===== src/rtl/grostl_shift_mix.sv =====
// Grostl-256 ShiftBytes + iterative MixBytes stage: ShiftBytes is applied when the
// state is captured, then one MixBytes column is produced per clock over eight cycles.
module grostl_shift_mix (
    input  logic             clk,
    input  logic             rst_n,
    input  logic [0:63][7:0] din,
    input  logic             din_perm_q,
    input  logic             din_valid,
    output logic             din_ready,
    output logic [0:63][7:0] dout,
    output logic             dout_valid,
    input  logic             dout_ready
);

    localparam logic [1:0] IDLE = 2'd0;
    localparam logic [1:0] BUSY = 2'd1;
    localparam logic [1:0] DONE = 2'd2;

    logic [1:0]       r_state;
    logic [2:0]       r_col;
    logic [0:63][7:0] r_work;
    logic [0:63][7:0] r_dout;

    logic [0:63][7:0] w_shift;
    logic [7:0]       w_col_in [0:7];
    logic [7:0]       w_term   [0:7][0:7];
    logic [7:0]       w_mix    [0:7];

    function automatic logic [7:0] xtime(input logic [7:0] x);
        return {x[6:0], 1'b0} ^ (x[7] ? 8'h1B : 8'h00);
    endfunction

    // Multiply by circulant coefficient b[idx], b = 02,02,03,04,05,03,05,07
    function automatic logic [7:0] mul_b(input logic [7:0] x, input logic [2:0] idx);
        logic [7:0] x2;
        logic [7:0] x4;
        logic [7:0] res;
        x2 = xtime(x);
        x4 = xtime(x2);
        case (idx)
            3'd0, 3'd1: res = x2;
            3'd2, 3'd5: res = x2 ^ x;
            3'd3:       res = x4;
            3'd4, 3'd6: res = x4 ^ x;
            default:    res = x4 ^ x2 ^ x;
        endcase
        return res;
    endfunction

    // Work byte (row r, col j) takes din byte (row r, col (j + sigma[r]) mod 8)
    genvar gr, gj;
    generate
        for (gr = 0; gr < 8; gr++) begin : g_shift_row
            localparam int SIG_P = gr;
            localparam int SIG_Q = (2 * gr + ((gr < 4) ? 1 : 0)) % 8;
            for (gj = 0; gj < 8; gj++) begin : g_shift_col
                assign w_shift[8 * gj + gr] = din_perm_q ? din[8 * ((gj + SIG_Q) % 8) + gr]
                                                         : din[8 * ((gj + SIG_P) % 8) + gr];
            end
        end
    endgenerate

    genvar gk;
    generate
        for (gk = 0; gk < 8; gk++) begin : g_col_sel
            localparam logic [2:0] KB = 3'(gk);
            assign w_col_in[gk] = r_work[{r_col, KB}];
        end
        for (gr = 0; gr < 8; gr++) begin : g_term_row
            for (gk = 0; gk < 8; gk++) begin : g_term_col
                localparam logic [2:0] IDX = 3'((gk - gr + 8) % 8);
                assign w_term[gr][gk] = mul_b(w_col_in[gk], IDX);
            end
        end
    endgenerate

    always_comb begin
        for (int r = 0; r < 8; r++) begin
            w_mix[r] = 8'h00;
            for (int k = 0; k < 8; k++) begin
                w_mix[r] = w_mix[r] ^ w_term[r][k];
            end
        end
    end

    always_ff @(posedge clk or negedge rst_n) begin
        if (!rst_n) begin
            r_state <= IDLE;
            r_col   <= 3'd0;
            r_work  <= '0;
            r_dout  <= '0;
        end else begin
            case (r_state)
                IDLE: begin
                    if (din_valid) begin
                        r_work  <= w_shift;
                        r_col   <= 3'd0;
                        r_state <= BUSY;
                    end
                end
                BUSY: begin
                    for (int r = 0; r < 8; r++) begin
                        r_dout[{r_col, 3'(r)}] <= w_mix[r];
                    end
                    // col parks at 7; only a new capture returns it to 0
                    if (r_col == 3'd7) begin
                        r_state <= DONE;
                    end else begin
                        r_col <= r_col + 3'd1;
                    end
                end
                DONE: begin
                    if (dout_ready) begin
                        r_state <= IDLE;
                    end
                end
                default: r_state <= IDLE;
            endcase
        end
    end

    assign din_ready  = (r_state == IDLE);
    assign dout_valid = (r_state == DONE);
    assign dout       = r_dout;

endmodule


===== config.mk =====
export PLATFORM = sky130hd
export DESIGN_NAME = grostl_shift_mix
export DESIGN_NICKNAME = d
export VERILOG_FILES = /design/src/rtl/grostl_shift_mix.sv
export SDC_FILE = /design/constraint.sdc
export NUM_CORES = 2
export LEC_CHECK = 0
export ABC_CLOCK_PERIOD_IN_PS = 4600
export CAP_MARGIN = 20
export CORE_AREA = 2 2 400 402
export CTS_BUF_LIST = sky130_fd_sc_hd__clkbuf_16
export CTS_CLUSTER_DIAMETER = 30
export CTS_CLUSTER_SIZE = 24
export DETAILED_ROUTE_END_ITERATION = 7
export DIE_AREA = 0 0 402 404
export HOLD_SLACK_MARGIN = 0.12
export MAX_ROUTING_LAYER = met4
export PLACE_DENSITY = 0.67
export SLEW_MARGIN = 20
export SYNTH_ARGS = -nofsm -noshare
export SYNTH_HDL_FRONTEND = slang
export SYNTH_SLANG_ARGS = --single-unit

===== constraint.sdc =====
create_clock -name clk -period 4.6 [get_ports clk]
set_input_delay 0.92 -clock clk [delete_from_list [all_inputs] [get_ports clk]]
set_output_delay 0.92 -clock clk [all_outputs]
set_load 0.02 [all_outputs]

==> flow_metrics.tcl <==
set metrics [dict create \
    wl_mm 209 \
    synthTopCellsByCount "dfrtp_1, nor2_1, mux2i_1, a21oi_1, mux2_2" \
    critical_path_class "flip-flop to flip-flop" \
    end_kind "flip-flop" \
    worstPathRequired_ns 5.26 \
    finalMaxSlewViolations 0 \
    cts-root-buf "clkbuf_16" \
    tightest_slew_ns 0.975 \
    seq_area_mm2 0.0258 \
    crit_chain "buf_12 > buf_12 > mux4_2 > mux2i_2 > buf_4 > xnor2_1 > xnor2_1 > xor2_1 > xnor3_1 > mux2_2" \
    numPortBuffers 1030 \
    min_period_ns 4.49 \
    cts_setup_buffers 0 \
    core_mm2 0.158 \
    critPathLaunchType "flip-flop" \
    drv_cap 0 \
    ys_warn_count 0 \
    grt_max_degree 114 \
    crit_buf_inv 3 \
    cp_slowest_stage_delay_ns 0.66 \
    synth_fp_nets 4992 \
    hold_buffers 0 \
    firstDrtPassIters 7 \
    wire_per_inst_um 26.3 \
    reg2reg_setup_slack_ns 0.11 \
    first_global_vias 42200 \
    grt_overflow 0 \
    synthMostInstantiatedCell "dfrtp_1" \
    grtUsageTotal 0.258 \
    max_freq_mhz 223 \
    path_clk_slew_ns 0.05 \
    place_congestion 0.949 \
    synth_edf_count 0 \
    rsz0062_at_grt "no" \
    r2r-end "dout[49]" \
    clk_latency_ns 0.88 \
    die_w_um 402 \
    drive_gt1_frac 0.193 \
    ys_ff_latch 1029 \
    num-fill-cells 14200 \
    timing.rr.start "r_col[0]" \
    async_flop_share 1.00 \
    cts_max_level 4 \
    synth.avg_cell_area_um2 11.6 \
    setup-violations-final 0 \
    netlist.area_leader.share 0.495 \
    cp.arrival_ns 5.15 \
    syn_area_mm2 0.0520 \
    critPathSlowestCell "xnor3_1" \
    cp_top_family "XOR/XNOR gates" \
    nNetsFinal 6157 \
    fin_crit_sh 0.976 \
    clkSinkCount 1029 \
    dpl.hpwl_mm 158 \
    antenna_found_initial 16 \
    clockBufferDepth 3 \
    cts_tree "built" \
    slew_headroom 0.350 \
    area_growth_pct 42.7 \
    synth.area.top_cells "dfrtp_1, mux2i_1, mux2_2, a21oi_1, xnor2_1" \
    fp.dieH_um 404 \
    cp_max_fo 28 \
    cts_resized 0 \
    drcViolationCount 0 \
    grt_pass1_wl_mm 296 \
    final-hold-violation-count 0 \
    dieArea_mm2 0.162 \
    ant_nets 0 \
    num_io_pins 1031 \
    drt_iter0_drc 2806 \
    synth_top_flop_cell "dfrtp_1" \
    vias 40800 \
    yosys.cell_types.count 62 \
    core.rowCount 146 \
    multi_input_area_mm2 0.0250 \
    status "finished, final reports clean" \
    synth_cells 4473 \
    initial_core_util 0.329 \
    timing.setup.tns_ns 0 \
    seq_area_frac_synth 0.495 \
    viasPerCell 5.15 \
    cts_buffers 228 \
    synth_top_area_cell "dfrtp_1" \
    rr_worst_depth 10 \
    finalClockSkew_ns 0.104 \
    hp-class "input pin to async pin" \
]
cell type report:
cell class,count,share of cell area
Clock inverter,204,0.0321
Antenna cell,13,0.000439
Timing Repair Buffer,1260,0.171
Tap cell,2072,0.0350
Multi-Input combinational cell,3114,0.337
Inverter,5,0.000270
Sequential cell,1029,0.347
Clock buffer,228,0.0770
per-stage QoR:
step | utilization | worst slack (ns) | cells | area (um2) | hold slack, ns
after detailed placement | 0.418 | 0.185 | 7480 | 66000 | 0.470
after CTS | 0.470 | 0.112 | 7912 | 74100 | 0.153
after global routing | 0.470 | 0.00606 | 7923 | 74100 | 0.179
after global placement | 0.418 | 0.177 | 7480 | 66000 | 0.461
final | 0.470 | 0.110 | 7925 | 74100 | 0.168
after floorplan | - | 1.14 | 4473 | 52000 | 0.486
metal layers:
metal | global-route usage | up-vias | share of wire
li1 | - | 18300 | -
met1 | 0.308 | 20400 | 0.41
met2 | 0.415 | 1625 | 0.48
met3 | 0.0467 | 465 | 0.056
met4 | 0.134 | 0 | 0.056
met5 | - | - | 0
flip-flops by register name (all words and copies together) (netlist names):
signal   flops
r_state      2
dout       512
r_work     512
r_col        3
cell usage in the layout, fill, tap and decap left out, types with 16 or more instances in the layout:
cell                n
a21oi_1           572
a221oi_1           49
a22oi_1            33
buf_12             51
buf_4             178
bufinv_16          37
clkbuf_16         228
clkdlybuf4s50_1  1028
clkinv_1           31
clkinv_2           47
clkinvlp_4         28
dfrtp_1          1026
inv_1              30
mux2_2            412
mux2i_1           576
mux4_2             19
nand2_1           102
nor2_1            579
o21ai_0            99
o22ai_1            16
o2bb2ai_1          28
xnor2_1           244
xnor2_2            19
xnor3_1            74
xor2_1            114
cell families (layout without fill, tap and decap cells):
| group | count (synthesis) | count (layout) | share of synthesized area |
|---|---|---|---|
| flops | 1029 | 1029 | 0.495 |
| mux | 1023 | 1023 | 0.213 |
| compound gates | 895 | 895 | 0.103 |
| simple gates | 719 | 719 | 0.0535 |
| xor+xnor | 475 | 475 | 0.106 |
| buf+inv | 330 | 1697 | 0.0283 |
| fa+ha+maj | 2 | 2 | 0.000481 |
| other cells | 0 | 13 | 0 |
worst max-delay path by stage:
stage               depth (start not counted)        end  slack [ns]     start
floorplan                                  10  dout[132]        1.14  r_col[2]
CTS                                        11  dout[156]        0.11  r_col[2]
finish                                     10   dout[49]        0.11  r_col[0]
detailed placement                          9   dout[49]        0.19  r_col[1]
global route                               10  dout[372]       0.006  r_col[2]
global placement                            9  dout[241]        0.18  r_col[1]
Power is not shown: default switching activity piles up to over one toggle a cycle in this logic, so the estimate is an artifact.
